`config.mk`:
```
export PLATFORM = sky130hd
export DESIGN_NAME = drm_bus_license_responder
export DESIGN_NICKNAME = d
export VERILOG_FILES = /design/src/rtl/drm_bus_license_responder_pkg.sv /design/src/rtl/drm_license_fifo.sv /design/src/rtl/drm_bus_license_responder.sv
export SDC_FILE = /design/constraint.sdc
export NUM_CORES = 1
export LEC_CHECK = 0
export BUFFER_PORTS_ARGS = -buffer_cell sky130_fd_sc_hd__buf_4
export CAP_MARGIN = 5
export CORE_MARGIN = 2
export CORE_UTILIZATION = 40
export CTS_CLUSTER_SIZE = 20
export DETAILED_ROUTE_END_ITERATION = 8
export PLACE_DENSITY = 0.62
export SLEW_MARGIN = 20
export SYNTH_ARGS = -nofsm -noshare
export SYNTH_HDL_FRONTEND = slang
export SYNTH_SLANG_ARGS = --single-unit
```
`constraint.sdc`:
```
create_clock -name drm_aclk -period 4.95 [get_ports drm_aclk]
set_clock_uncertainty 0.15 [all_clocks]
set_input_delay 0.99 -clock drm_aclk [delete_from_list [all_inputs] [get_ports drm_aclk]]
set_output_delay 0.99 -clock drm_aclk [all_outputs]
set_load 0.1 [all_outputs]
```
`src/rtl/drm_bus_license_responder_pkg.sv`:
```
// Shared register map, bit indices and FSM state types for the DRM bus license responder.
package drm_bus_license_responder_pkg;

  localparam int ADDR_CTRL   = 0;
  localparam int ADDR_LIC    = 1;
  localparam int ADDR_STATUS = 2;
  localparam int ADDR_EXP    = 3;

  localparam int CTRL_START   = 0;
  localparam int CTRL_ABORT   = 1;
  localparam int CTRL_CLR_INT = 2;

  localparam int STAT_BUSY  = 8;
  localparam int STAT_DONE  = 9;
  localparam int STAT_ERROR = 10;
  localparam int STAT_OVF   = 11;
  localparam int STAT_CSUM  = 12;

  typedef enum logic [1:0] {B_IDLE, B_WAIT, B_ACK, B_END} bus_state_t;
  typedef enum logic [1:0] {IDLE, LOAD, DONE, ERROR} load_state_t;

endpackage

```
`src/rtl/drm_license_fifo.sv`:
```
// Synchronous first-word-fall-through FIFO with occupancy level; pointers carry one extra wrap bit.
module drm_license_fifo #(
  parameter int DATA_W = 32,
  parameter int DEPTH  = 16
) (
  input  logic                     clk,
  input  logic                     rst,
  input  logic                     flush,
  input  logic                     push,
  input  logic [DATA_W-1:0]        din,
  input  logic                     pop,
  output logic [DATA_W-1:0]        dout,
  output logic                     empty,
  output logic                     full,
  output logic [$clog2(DEPTH):0]   level
);

  localparam int AW = $clog2(DEPTH);

  logic [DATA_W-1:0] mem [DEPTH];
  logic [AW:0]       wr_ptr, rd_ptr;
  logic              do_push, do_pop;

  assign level   = wr_ptr - rd_ptr;
  assign empty   = (wr_ptr == rd_ptr);
  assign full    = (wr_ptr[AW] != rd_ptr[AW]) && (wr_ptr[AW-1:0] == rd_ptr[AW-1:0]);
  // A push into a full FIFO is still taken when the head leaves in the same cycle.
  assign do_pop  = pop & ~empty;
  assign do_push = push & (~full | do_pop);
  assign dout    = mem[rd_ptr[AW-1:0]];

  always_ff @(posedge clk) begin
    if (rst || flush) begin
      wr_ptr <= '0;
      rd_ptr <= '0;
    end else begin
      if (do_push) wr_ptr <= wr_ptr + 1'b1;
      if (do_pop)  rd_ptr <= rd_ptr + 1'b1;
    end
  end

  always_ff @(posedge clk) begin
    if (do_push) mem[wr_ptr[AW-1:0]] <= din;
  end

endmodule

```
`src/rtl/drm_bus_license_responder.sv`:
```
// DRM controller bus responder: buffers license words and streams them to the activator.
// Optional macro DRM_LICENSE_CHECKSUM_EN: last expected word is an XOR checksum of the others.
module drm_bus_license_responder
  import drm_bus_license_responder_pkg::*;
#(
  parameter int ADDR_W     = 2,
  parameter int DATA_W     = 32,
  parameter int FIFO_DEPTH = 16,
  parameter int ACK_WAIT   = 1
) (
  input  logic              drm_aclk,
  input  logic              drm_arst,
  input  logic              drm_bus_slave_i_cs,
  input  logic              drm_bus_slave_i_cyc,
  input  logic              drm_bus_slave_i_we,
  input  logic [ADDR_W-1:0] drm_bus_slave_i_adr,
  input  logic [DATA_W-1:0] drm_bus_slave_i_dat,
  output logic              drm_bus_slave_o_ack,
  output logic              drm_bus_slave_o_sta,
  output logic              drm_bus_slave_o_intr,
  output logic [DATA_W-1:0] drm_bus_slave_o_dat,
  output logic              lic_tvalid,
  output logic [DATA_W-1:0] lic_tdata,
  input  logic              lic_tready,
  output logic              lic_done
);

  localparam int LVL_W = $clog2(FIFO_DEPTH) + 1;

  bus_state_t        bus_q, bus_d;
  logic [3:0]        wait_q, wait_d;
  logic [ADDR_W-1:0] adr_q;
  logic              we_q;
  logic [DATA_W-1:0] dat_q;
  logic              req, ack;

  load_state_t       load_q, load_d;
  logic [15:0]       sent_q, sent_d, exp_q;
  logic              intr_q, intr_d, ovf_q;

  logic              wr, wr_ctrl, lic_wr, exp_wr, status_wr;
  logic              start, abort, clr_int, lic_ovf, lic_rej, sta_c;
  logic [DATA_W-1:0] rd_data;

  logic              fifo_push, fifo_pop, fifo_empty, fifo_full, fwd, avail;
  logic [DATA_W-1:0] fifo_head;
  logic [LVL_W-1:0]  fifo_level;
  logic              load_done_hit;

`ifdef DRM_LICENSE_CHECKSUM_EN
  logic [DATA_W-1:0] xor_q;
  logic              csum_fail_q, csum_bad;
`endif

  assign req = drm_bus_slave_i_cs & drm_bus_slave_i_cyc;
  assign ack = (bus_q == B_ACK);

  always_ff @(posedge drm_aclk) begin
    if (drm_arst) begin
      bus_q  <= B_IDLE;
      wait_q <= '0;
    end else begin
      bus_q  <= bus_d;
      wait_q <= wait_d;
    end
  end

  always_ff @(posedge drm_aclk) begin
    if (bus_q == B_IDLE && req) begin
      adr_q <= drm_bus_slave_i_adr;
      we_q  <= drm_bus_slave_i_we;
      dat_q <= drm_bus_slave_i_dat;
    end
  end

  always_comb begin
    bus_d  = bus_q;
    wait_d = wait_q;
    case (bus_q)
      B_IDLE: if (req) begin
        wait_d = '0;
        bus_d  = (ACK_WAIT == 0) ? B_ACK : B_WAIT;
      end
      B_WAIT: begin
        if (!req)                             bus_d  = B_IDLE;
        else if (wait_q == 4'(ACK_WAIT - 1))  bus_d  = B_ACK;
        else                                  wait_d = wait_q + 4'd1;
      end
      B_ACK:  bus_d = B_END;
      B_END:  if (!drm_bus_slave_i_cyc) bus_d = B_IDLE;
      default: bus_d = B_IDLE;
    endcase
  end

  // Register side effects commit in the ack cycle only, so aborted transfers leave no trace.
  assign wr        = ack & we_q;
  assign wr_ctrl   = wr & (adr_q == ADDR_W'(ADDR_CTRL));
  assign lic_wr    = wr & (adr_q == ADDR_W'(ADDR_LIC));
  assign status_wr = wr & (adr_q == ADDR_W'(ADDR_STATUS));
  assign exp_wr    = wr & (adr_q == ADDR_W'(ADDR_EXP));
  assign start     = wr_ctrl & dat_q[CTRL_START];
  assign abort     = wr_ctrl & dat_q[CTRL_ABORT];
  assign clr_int   = wr_ctrl & dat_q[CTRL_CLR_INT];
  assign lic_rej   = lic_wr & (load_q != LOAD);
  assign lic_ovf   = lic_wr & (load_q == LOAD) & fifo_full & ~fifo_pop;
  assign fifo_push = lic_wr & (load_q == LOAD) & ~lic_ovf;
  assign sta_c     = status_wr | (exp_wr & (load_q != IDLE)) | lic_rej | lic_ovf;

  always_comb begin
    rd_data = '0;
    if (adr_q == ADDR_W'(ADDR_STATUS)) begin
      rd_data[7:0]        = 8'(fifo_level);
      rd_data[STAT_BUSY]  = (load_q == LOAD);
      rd_data[STAT_DONE]  = (load_q == DONE);
      rd_data[STAT_ERROR] = (load_q == ERROR);
      rd_data[STAT_OVF]   = ovf_q;
`ifdef DRM_LICENSE_CHECKSUM_EN
      rd_data[STAT_CSUM]  = csum_fail_q;
`endif
    end else if (adr_q == ADDR_W'(ADDR_EXP)) begin
      rd_data = DATA_W'(exp_q);
    end
  end

  assign drm_bus_slave_o_ack  = ack;
  assign drm_bus_slave_o_sta  = sta_c;
  assign drm_bus_slave_o_dat  = (ack && !we_q) ? rd_data : '0;
  assign drm_bus_slave_o_intr = intr_q;

  drm_license_fifo #(.DATA_W(DATA_W), .DEPTH(FIFO_DEPTH)) u_fifo (
    .clk   (drm_aclk),
    .rst   (drm_arst),
    .flush (abort),
    .push  (fifo_push),
    .din   (dat_q),
    .pop   (fifo_pop),
    .dout  (fifo_head),
    .empty (fifo_empty),
    .full  (fifo_full),
    .level (fifo_level)
  );

  // The checksum word is consumed internally instead of being offered to the activator.
`ifdef DRM_LICENSE_CHECKSUM_EN
  assign fwd      = (sent_q != exp_q - 16'd1);
  assign csum_bad = (fifo_head != xor_q);
`else
  assign fwd      = 1'b1;
`endif
  assign avail         = (load_q == LOAD) & ~fifo_empty;
  assign lic_tvalid    = avail & fwd;
  assign lic_tdata     = lic_tvalid ? fifo_head : '0;
  assign fifo_pop      = avail & (fwd ? lic_tready : 1'b1);
  assign lic_done      = (load_q == DONE);
  assign load_done_hit = fifo_pop & (sent_q + 16'd1 == exp_q);

  always_comb begin
    load_d = load_q;
    sent_d = sent_q;
    intr_d = clr_int ? 1'b0 : intr_q;
    case (load_q)
      IDLE: if (start) begin
        sent_d = '0;
        if (exp_q != '0) load_d = LOAD;
        else begin
          load_d = ERROR;
          intr_d = 1'b1;
        end
      end
      LOAD: if (fifo_pop) begin
        sent_d = sent_q + 16'd1;
        if (load_done_hit) begin
          intr_d = 1'b1;
`ifdef DRM_LICENSE_CHECKSUM_EN
          load_d = csum_bad ? ERROR : DONE;
`else
          load_d = DONE;
`endif
        end
      end
      DONE: if (start) begin
        sent_d = '0;
        load_d = LOAD;
      end
      default: ;
    endcase
    if (abort) begin
      load_d = IDLE;
      sent_d = '0;
      intr_d = 1'b0;
    end
  end

  always_ff @(posedge drm_aclk) begin
    if (drm_arst) begin
      load_q <= IDLE;
      sent_q <= '0;
      intr_q <= 1'b0;
      ovf_q  <= 1'b0;
      exp_q  <= '0;
    end else begin
      load_q <= load_d;
      sent_q <= sent_d;
      intr_q <= intr_d;
      if (abort)        ovf_q <= 1'b0;
      else if (lic_ovf) ovf_q <= 1'b1;
      if (exp_wr && load_q == IDLE) exp_q <= dat_q[15:0];
    end
  end

`ifdef DRM_LICENSE_CHECKSUM_EN
  always_ff @(posedge drm_aclk) begin
    if (drm_arst || abort) begin
      xor_q       <= '0;
      csum_fail_q <= 1'b0;
    end else begin
      if (start) xor_q <= '0;
      else if (fifo_pop && fwd) xor_q <= xor_q ^ fifo_head;
      if (load_done_hit && csum_bad) csum_fail_q <= 1'b1;
    end
  end
`endif

endmodule

```
==> metrics, run 1 <==
CP required 3810 ps; die area 61850 sq um; row cnt 89; Clk pin slew, worst setup/hold paths 60 ps; Hold Path Class flop to flop; logic gate share of total power 0.036; R2R cell count 8; hold path cells 2; Final ANT Viol Nets 0; ant diodes 0; post-synthesis register bit count 603; Placement Setup Slack 1304 ps; CORE AREA 59130 sq um; Final Max Slew Viols 0; Max-Cap Viols 0; share of the yosys chip area belonging to registers 0.7327; clk_lat worst skew 590 ps; Fin Setup TNS 0 ps; first-pass GRT wire length 81.50 mm; Initial Util 0.4050; initial antenna violation count 0; status complete, but fails checks; number of global-route vias before repair 12710; critical setup path kind flop to output pin; endpoints failing hold 0; Slew @ Worst Pin 1085 ps; Area Overhead vs Synth 16.94%; setup slack after layout 758.0 ps; Post-synth top flop edfxtp_1; Gate Count Post-Synth 1249; Die X 248.7 um; Clock Path Buffers 3; synthesized area per cell 19.17 sq um; slowest CP cell dfxtp_4; Fillers 4837; DRC viols 2; DP Wirelength 31.19 mm; clock share of power 0.445; EDFF count, synth 547; Mapped Area 23950 sq um; Crit path max-delay family multiplexers; Buf/Inv on CP 2; Synth async-reset ratio 0; Final setup viols 0; Flop pwr share 0.519; most common cell after layout, fill and taps aside edfxtp_1; worst-path cell chain buf_12 > mux4_2 > mux4_2 > and3_1 > buf_4; min cycle time layout 4192 ps; design internal power 0.008489 W; gp weighted congestion 0.8641; H-Tree Depth 3; Sw Share 0.2168; Crit Path Max Fanout 40; Rel. slew slack 0.2724; CP Capture Type output pin; routed wire length 54.69 mm; crit path launch type flop; CTS Buf Count 66; crit-path max cell delay 550 ps; cts hold-fix bufs 0; layout cells sized above 1 0.2900; CTS tree done; FMAX 0.2385 GHz; Final Core Density 0.4736; vias per inst 5.538; failing checks DRC; WHS 356.8 ps; setup bufs post-CTS 0; PD cells 387.0 nW/um^2; Syn. warnings 0; maximum number of pins on one net before global-route repair 52; maximum vdd drop 0.2415 mV; Crit path top cell by count mux4_2; Critical Path AT 3050 ps; I/O Buffers 92; GR Overflow Total 0; Clock Sinks 603; Cell variety after synth 52; WL/cell 24.81 um; DIE HEIGHT 248.7 um; DRT iter0 DRCs 948; Switching Power 0.002350 W; clk root buf clkbuf_16; Total GRT Usage 0.1780; highest-count cells in the layout ignoring fill and taps edfxtp_1, mux4_2, buf_4, clkbuf_16, nand2_1; # IOs 109; Crit path depth 5; Vias 12210; overall power 0.01084 W; period utilization 0.8469; post-cts repair resize count 0; RSZ-0062 raised after global routing false; Nets 1441; static leakage 8.905 nW; drt pass-1 iters 7
-- cell families (layout without fill, tap and decap cells) --
family	after synthesis	count (layout)	synth area share
other	1	16	0.0001566
buffers and inverters	92	259	0.01750
xor gates and xnor gates	41	41	0.01499
muxes	168	168	0.1539
adders and majority gates	19	19	0.01024
DFF	603	603	0.7327
and+or+nand+nor	245	245	0.05110
AOI/OAI and AO/OA	80	80	0.01944
-- state kept, by name, summed over array words and instances, names as in the netlist, named ones only --
register,flops
adr_q,2
u_fifo.wr_ptr,5
u_fifo.mem,512
ovf_q,1
bus_q,1
u_fifo.rd_ptr,5
load_q,2
drm_bus_slave_o_intr,1
we_q,1
sent_q,16
exp_q,16
wait_q,4
dat_q,32
-- cell usage after synthesis, types with 15 or more instances --
library cell  count  area share
edfxtp_1        547        0.69
mux4_2          160        0.15
nor2_1           71       0.011
nand2_1          62      0.0097
dfxtp_1          56       0.047
a21oi_1          49       0.010
and3_1           42       0.011
clkbuf_1         37      0.0058
xnor2_1          28       0.010
ha_1             18      0.0094
buf_4            17      0.0053
buf_1            15      0.0024
inv_1            15      0.0024
-- worst paths after layout --
path,startpoint,end,slack [ps]
max reg2reg,u_fifo.wr_ptr[2],sent_q[15],1290
min,sent_q[1],sent_q[1],360
max,flop,lic_tdata[11],760
min reg2reg,sent_q[1],sent_q[1],360
-- worst register-to-register path, cell delays in order, from the launching register on --
cell and delay (ps):
dfxtp_1 570, ha_1 370, and4_1 250, a21oi_1 730, a21oi_1 140, a21oi_1 790
o21ai_0 260, a22oi_1 240, nor2_1 50
-- layout make-up --
class | count | area (sq um) | share of cell area
Sequential cell | 603 | 17560 | 0.6269
Multi-Input combinational cell | 569 | 6161 | 0.2200
Clock buffer | 81 | 1772 | 0.06326
Timing Repair Buffer | 127 | 1129 | 0.04030
Tap cell | 773 | 967.2 | 0.03454
Clock inverter | 36 | 364.1 | 0.01300
Inverter | 15 | 56.30 | 0.002010
-- metrics by stage --
| stage | cells | instance area (sq um) |
|---|---|---|
| floorplan | 1264 | 24010 |
| global placement | 2087 | 25870 |
| detailed placement | 2087 | 25870 |
| CTS | 2204 | 28000 |
| global route | 2204 | 28010 |
| finish | 2204 | 28010 |
-- routing by layer --
layer  GRT usage  share of wire  up-vias
met5           0              0        -
met4     0.04952          0.018        0
met3     0.02894          0.058       69
met2      0.2988           0.50      393
met1      0.2420           0.42     6470
li1            -              -     5273
-- power by group through the flow --
stage | sequential (W) | combinational [W] | clock, W
floorplan | 0.00570 | 0.000270 | 0
global placement | 0.00573 | 0.000379 | 0
detailed placement | 0.00573 | 0.000384 | 0
CTS | 0.00563 | 0.000385 | 0.00492
global route | 0.00563 | 0.000416 | 0.00514
finish | 0.00562 | 0.000389 | 0.00483
No activity file was read; power rests on OpenSTA's default activity.
==> run 2: changes to the inputs <==
ABC_AREA = 1   (was unset)
PLACE_DENSITY = 0.64   (was 0.62)
clock period = 3.4 ns   (was 4.95 ns; I/O delays follow)
==> run 2 against run 1 <==
- the flow finishes with violations (setup timing)
- count of clock-buffer cells in the layout up 1
- wire length up 27%
- register-to-register slack worse by 940 ps
- global-route usage up 2.9 points
- cell count up 35%
- combinational power up 130%
- utilization up 3.0 points
- total power up 49%
- synthesized cell count up 61%
- via count up 40%
- critical path type unchanged
- largest power group unchanged
==> metrics, run 2 <==
Nets 2200; maximum vdd drop 0.3240 mV; post-synthesis register bit count 603; min cycle time layout 3432 ps; RSZ-0062 raised after global routing true; Clk pin slew, worst setup/hold paths 60 ps; Final Max Slew Viols 0; Crit Path Max Fanout 9; Mapped Area 24660 sq um; ant diodes 0; Area Overhead vs Synth 25.41%; DRT iter0 DRCs 1567; highest-count cells in the layout ignoring fill and taps edfxtp_1, nand2_1, a21oi_1, buf_4, clkbuf_16; Initial Util 0.4018; layout cells sized above 1 0.2152; Final setup viols 1; failing checks setup timing; Synth async-reset ratio 0; Synth area leaders edfxtp_1, nand2_1, a21oi_1; cts hold-fix bufs 0; gp weighted congestion 0.8411; I/O Buffers 92; status complete, but fails checks; maximum number of pins on one net before global-route repair 69; period utilization 1.009; clk root buf clkbuf_16; most common cell in the synthesized netlist edfxtp_1; critical setup path kind flop to output pin; setup slack after layout -31.58 ps; most common cell after layout, fill and taps aside edfxtp_1; CP required 2570 ps; CTS Buf Count 66; H-Tree Depth 3; Max-Cap Viols 0; Clock Sinks 603; first-pass GRT wire length 99.26 mm; max reg flops 512; CTS tree done; Fillers 5093; initial antenna violation count 0; static leakage 10.84 nW; Hold Path Class input pin to flop; Die X 252.3 um; Post-synth top flop edfxtp_1; die area 63640 sq um; vias per inst 5.739; endpoints failing hold 0; FMAX 0.2914 GHz; share of the yosys chip area belonging to registers 0.7117; drt pass-1 iters 5; Vias 17120; CORE AREA 61370 sq um; EDFF count, synth 547; CP Capture Type output pin; overall power 0.01610 W; row cnt 91; Final ANT Viol Nets 0; crit path launch type flop; Slew @ Worst Pin 980.9 ps; Gate Count Post-Synth 2005; DRC viols 0; routed wire length 69.43 mm; PD cells 520.7 nW/um^2; area taken by flip-flops and latches 17570 sq um; # IOs 109; area of the multi-input gates 7282 sq um; Rel. slew slack 0.3451; Critical Path AT 2600 ps; DP Wirelength 36.60 mm; Yosys top cell area share 0.6662; Syn. warnings 0; Cell variety after synth 45; DIE HEIGHT 252.3 um; WL/cell 23.27 um; Placement Setup Slack 309.6 ps; GR Overflow Total 0; Post-synth top cells edfxtp_1, nand2_1, a21oi_1; Total GRT Usage 0.2072; clk_lat worst skew 620 ps; number of global-route vias before repair 16320; synthesized area per cell 12.30 sq um; cell taking the most area after synthesis edfxtp_1; Clock Path Buffers 3
-- run 2: changes by cell type after synthesis, sizes merged, moves of 18 or more --
cell | previous run | this run
a22oi | 2 | 47
inv | 15 | 82
a32o | 0 | 32
buf | 39 | 57
nand2 | 62 | 455
o21ai | 10 | 70
a21oi | 49 | 274
mux4 | 160 | 0
clkbuf | 38 | 80
and3 | 43 | 1
a211oi | 4 | 42
nand3 | 10 | 61
a221oi | 0 | 51
xnor2 | 28 | 1
-- run 2: metal layers --
metal | vias to the layer above | GRT usage | part of all wire
met2 | 750 | 0.3395 | 0.48
met3 | 114 | 0.03244 | 0.074
met5 | - | 0 | 0
met1 | 8608 | 0.2837 | 0.42
met4 | 0 | 0.06712 | 0.026
li1 | 7648 | - | -
-- run 2: timing repair --
action	4_1_cts	5_1_grt
setup buffers	7	8
hold endpoints to repair	0	0
cloned	6	14
endpoints found under the setup margin	37	35
pin swaps	19	35
gates resized for setup	140	110
-- run 2: worst paths after layout --
kind | depth (start not counted) | slack [ps] | startpoint | end
hold reg to reg | 1 | 340 | u_fifo.wr_ptr[4] | u_fifo.wr_ptr[4]
hold / removal | 1 | 90 | drm_bus_slave_i_we | we_q
setup reg to reg | 15 | 350 | u_fifo.rd_ptr[2] | u_fifo.mem[2][23]
setup / recovery | 7 | -30 | flop | lic_tdata[22]
-- run 2: layout make-up --
class	instances	share of cell area
clock buffers	82	0.05673
clock inverters	38	0.009590
inverters	84	0.01206
multi-input cells	1196	0.2355
flip-flops and latches	603	0.5682
well taps	790	0.03197
repair buffers	190	0.08599
-- run 2: stage by stage --
stage / utilization / area, sq um / std cells / setup TNS (ps) / hold WS (ps)
after floorplan: - / 25170 / 2020 / -8539 / 280.1
after detailed placement: 0.4420 / 27130 / 2829 / 0 / 313.4
after global placement: 0.4420 / 27130 / 2829 / 0 / 307.3
final: 0.5038 / 30920 / 2983 / -31.58 / 94.01
after global routing: 0.5038 / 30920 / 2983 / -513.1 / 73.16
after CTS: 0.4885 / 29980 / 2962 / -16.24 / 62.10
-- run 2: cells by family after synthesis --
| family | share of synthesized area |
|---|---|
| fa+ha+maj | 0.009946 |
| flops | 0.7117 |
| simple gates | 0.1060 |
| xor+xnor | 0.002335 |
| buf+inv | 0.03770 |
| compound gates | 0.1322 |
| other cells | 0.0001521 |
-- run 2: worst max-delay path: stages, from the launching register on --
cell	delay, ps
dfxtp_4	520
buf_12	200
buf_6	200
a21oi_1	90
a22oi_1	340
a221oi_2	160
a211oi_4	240
buf_8	230
-- run 2: power breakdown --
part	internal (W)	leakage, nW	switching [W]
Sequential	0.00818	5.38	0.000183
Combinational	0.000267	4.46	0.000628
Clock	0.00392	0.998	0.00293
==> run 3: changes to the inputs <==
CTS_BUF_LIST = sky130_fd_sc_hd__clkbuf_16   (was unset)
SETUP_SLACK_MARGIN = 0.05   (was unset)
TNS_END_PERCENT = 30   (was unset)
==> run 3 against run 2 <==
- the run now ends clean
- sequential power about the same
- combinational power is 1% lower
- utilization rose by 1.4 points
- cell count grew 1.1%
- final area increased by 2.7%
- worst hold slack worse by 4.4 ps
- clock power grew 5.7%
- highest routed layer is now met5
==> metrics, run 3 (synthesis gave the netlist of run 2 again) <==
status finished clean; gp weighted congestion 0.8604; Vias 17340; overall power 0.01648 W; RSZ-0062 raised after global routing true; worst-path cell chain buf_16 > buf_12 > clkbuf_16 > nand2_1 > a32o_1 > nand2_1 > o21ai_2 > a211oi_4 > buf_12; I/O Buffers 92; Clock Sinks 603; Critical R2R Launch u_fifo.rd_ptr[3]; R2R cell count 15; Clock Path Buffers 3; row cnt 91; Crit Path Max Fanout 10; CP Capture Type output pin; Clk pin slew, worst setup/hold paths 70 ps; final std cells w/o fill 3017; H-Tree Depth 3; slowest CP cell dfxtp_4; Total GRT Usage 0.2189; Fillers 4969; DRT iter0 DRCs 1825; setup slack after layout 45.92 ps; static leakage 11.30 nW; Die X 252.3 um; Rel. slew slack 0.4785; initial antenna violation count 1; PD cells 519.0 nW/um^2; Final ANT Viol Nets 0; hold path cells 1; HP Start drm_bus_slave_i_dat[25]; met2 wire length 34.43 mm; max reg flops 512; routed metal-1 wirelength 29.66 mm; Final Core Density 0.5174; CORE AREA 61370 sq um; FF-to-FF setup slack 410 ps; min cycle time layout 3354 ps; Max-Cap Viols 0; GR Overflow Total 0; WHS 89.62 ps; die area 63640 sq um; crit path launch type flop; clk_lat worst skew 610 ps; WL/cell 23.63 um; DR WL met3 5.266 mm; critical setup path kind flop to output pin; CTS tree done; Placed Cells incl. Taps 2838; Placement Setup Slack 402.8 ps; Final Max Slew Viols 0; DIE HEIGHT 252.3 um; Critical Path AT 2520 ps; clk root buf clkbuf_16; FMAX 0.2981 GHz; endpoints failing hold 0; CP required 2570 ps; crit-path max cell delay 410 ps; Nets 2232; ant diodes 0; area of the multi-input gates 7417 sq um; Initial Util 0.4018; first-pass GRT wire length 105.0 mm; Crit path depth 9; Slew @ Worst Pin 782.3 ps; CTS Buf Count 66; area taken by flip-flops and latches 17570 sq um; layout cells sized above 1 0.2362; vias per inst 5.747; most common cell after layout, fill and taps aside edfxtp_1; Highest Signal Layer met5; number of global-route vias before repair 17180; highest-count cells in the layout ignoring fill and taps edfxtp_1, nand2_1, a21oi_1, buf_4, inv_1; routed wire length 71.30 mm; period utilization 0.9865; Crit path max-delay family buffers and inverters; maximum number of pins on one net before global-route repair 42; Hold Path Class input pin to flop; # IOs 109; maximum vdd drop 0.4015 mV; DP Wirelength 38.23 mm; Final setup viols 0; DRC viols 0; drt pass-1 iters 5; Buf/Inv on CP 4; Area Overhead vs Synth 28.77%
==> run 3: worst paths after layout <==
| kind | to |
|---|---|
| min | dat_q[25] |
| max | lic_tdata[13] |
| min reg2reg | ovf_q |
| max reg2reg | u_fifo.mem[3][10] |
==> run 3: area by class of cell <==
cell class / count / area share
timing repair inverter: 4 / 0.001064
multi-input combinational: 1196 / 0.2336
inverter: 84 / 0.01155
timing repair buffer: 218 / 0.09966
tap: 790 / 0.03113
sequential: 603 / 0.5535
clock inverter: 53 / 0.01509
clock buffer: 69 / 0.05438
==> run 3: worst reg2reg max path, cell delays in order (launching register included) <==
cell and delay (ps):
dfxtp_2 360, inv_4 50, ha_4 260, nand2_4 80, nor2_4 50, nand2_2 90, nand2_4 90, buf_6 130
nor2_2 160, inv_2 90, nand2_1 60, nand2_1 120, inv_2 140, nand3_1 210, nor2_4 200, buf_4 410
==> run 3: repair_timing <==
| item | 4_1_cts | 5_1_grt |
|---|---|---|
| setup endpoints to repair | 35 | 36 |
| pin swaps | 23 | 42 |
| buffers inserted | 20 | 13 |
| cloned | 18 | 9 |
| hold buffers | 0 | 0 |
| resized for setup | 208 | 82 |
==> run 3: stage by stage <==
stage,instance area [sq um],TNS (ps)
floorplan,25200,-98150
global placement,27360,0
detailed placement,27360,0
CTS,31180,-1.079
global route,31750,-212.5
finish,31750,0
==> run 3: where the power goes <==
part	internal, W	total (W)	switching (W)
logic	0.000263	0.000884	0.000621
registers	0.00817	0.00835	0.000180
clock network	0.00424	0.00724	0.00300
==> run 3: routing by layer <==
| layer | global-route usage | vias up |
|---|---|---|
| li1 | - | 7726 |
| met1 | 0.2953 | 8726 |
| met2 | 0.3606 | 751 |
| met3 | 0.03780 | 134 |
| met4 | 0.07185 | 2 |
| met5 | 0 | - |
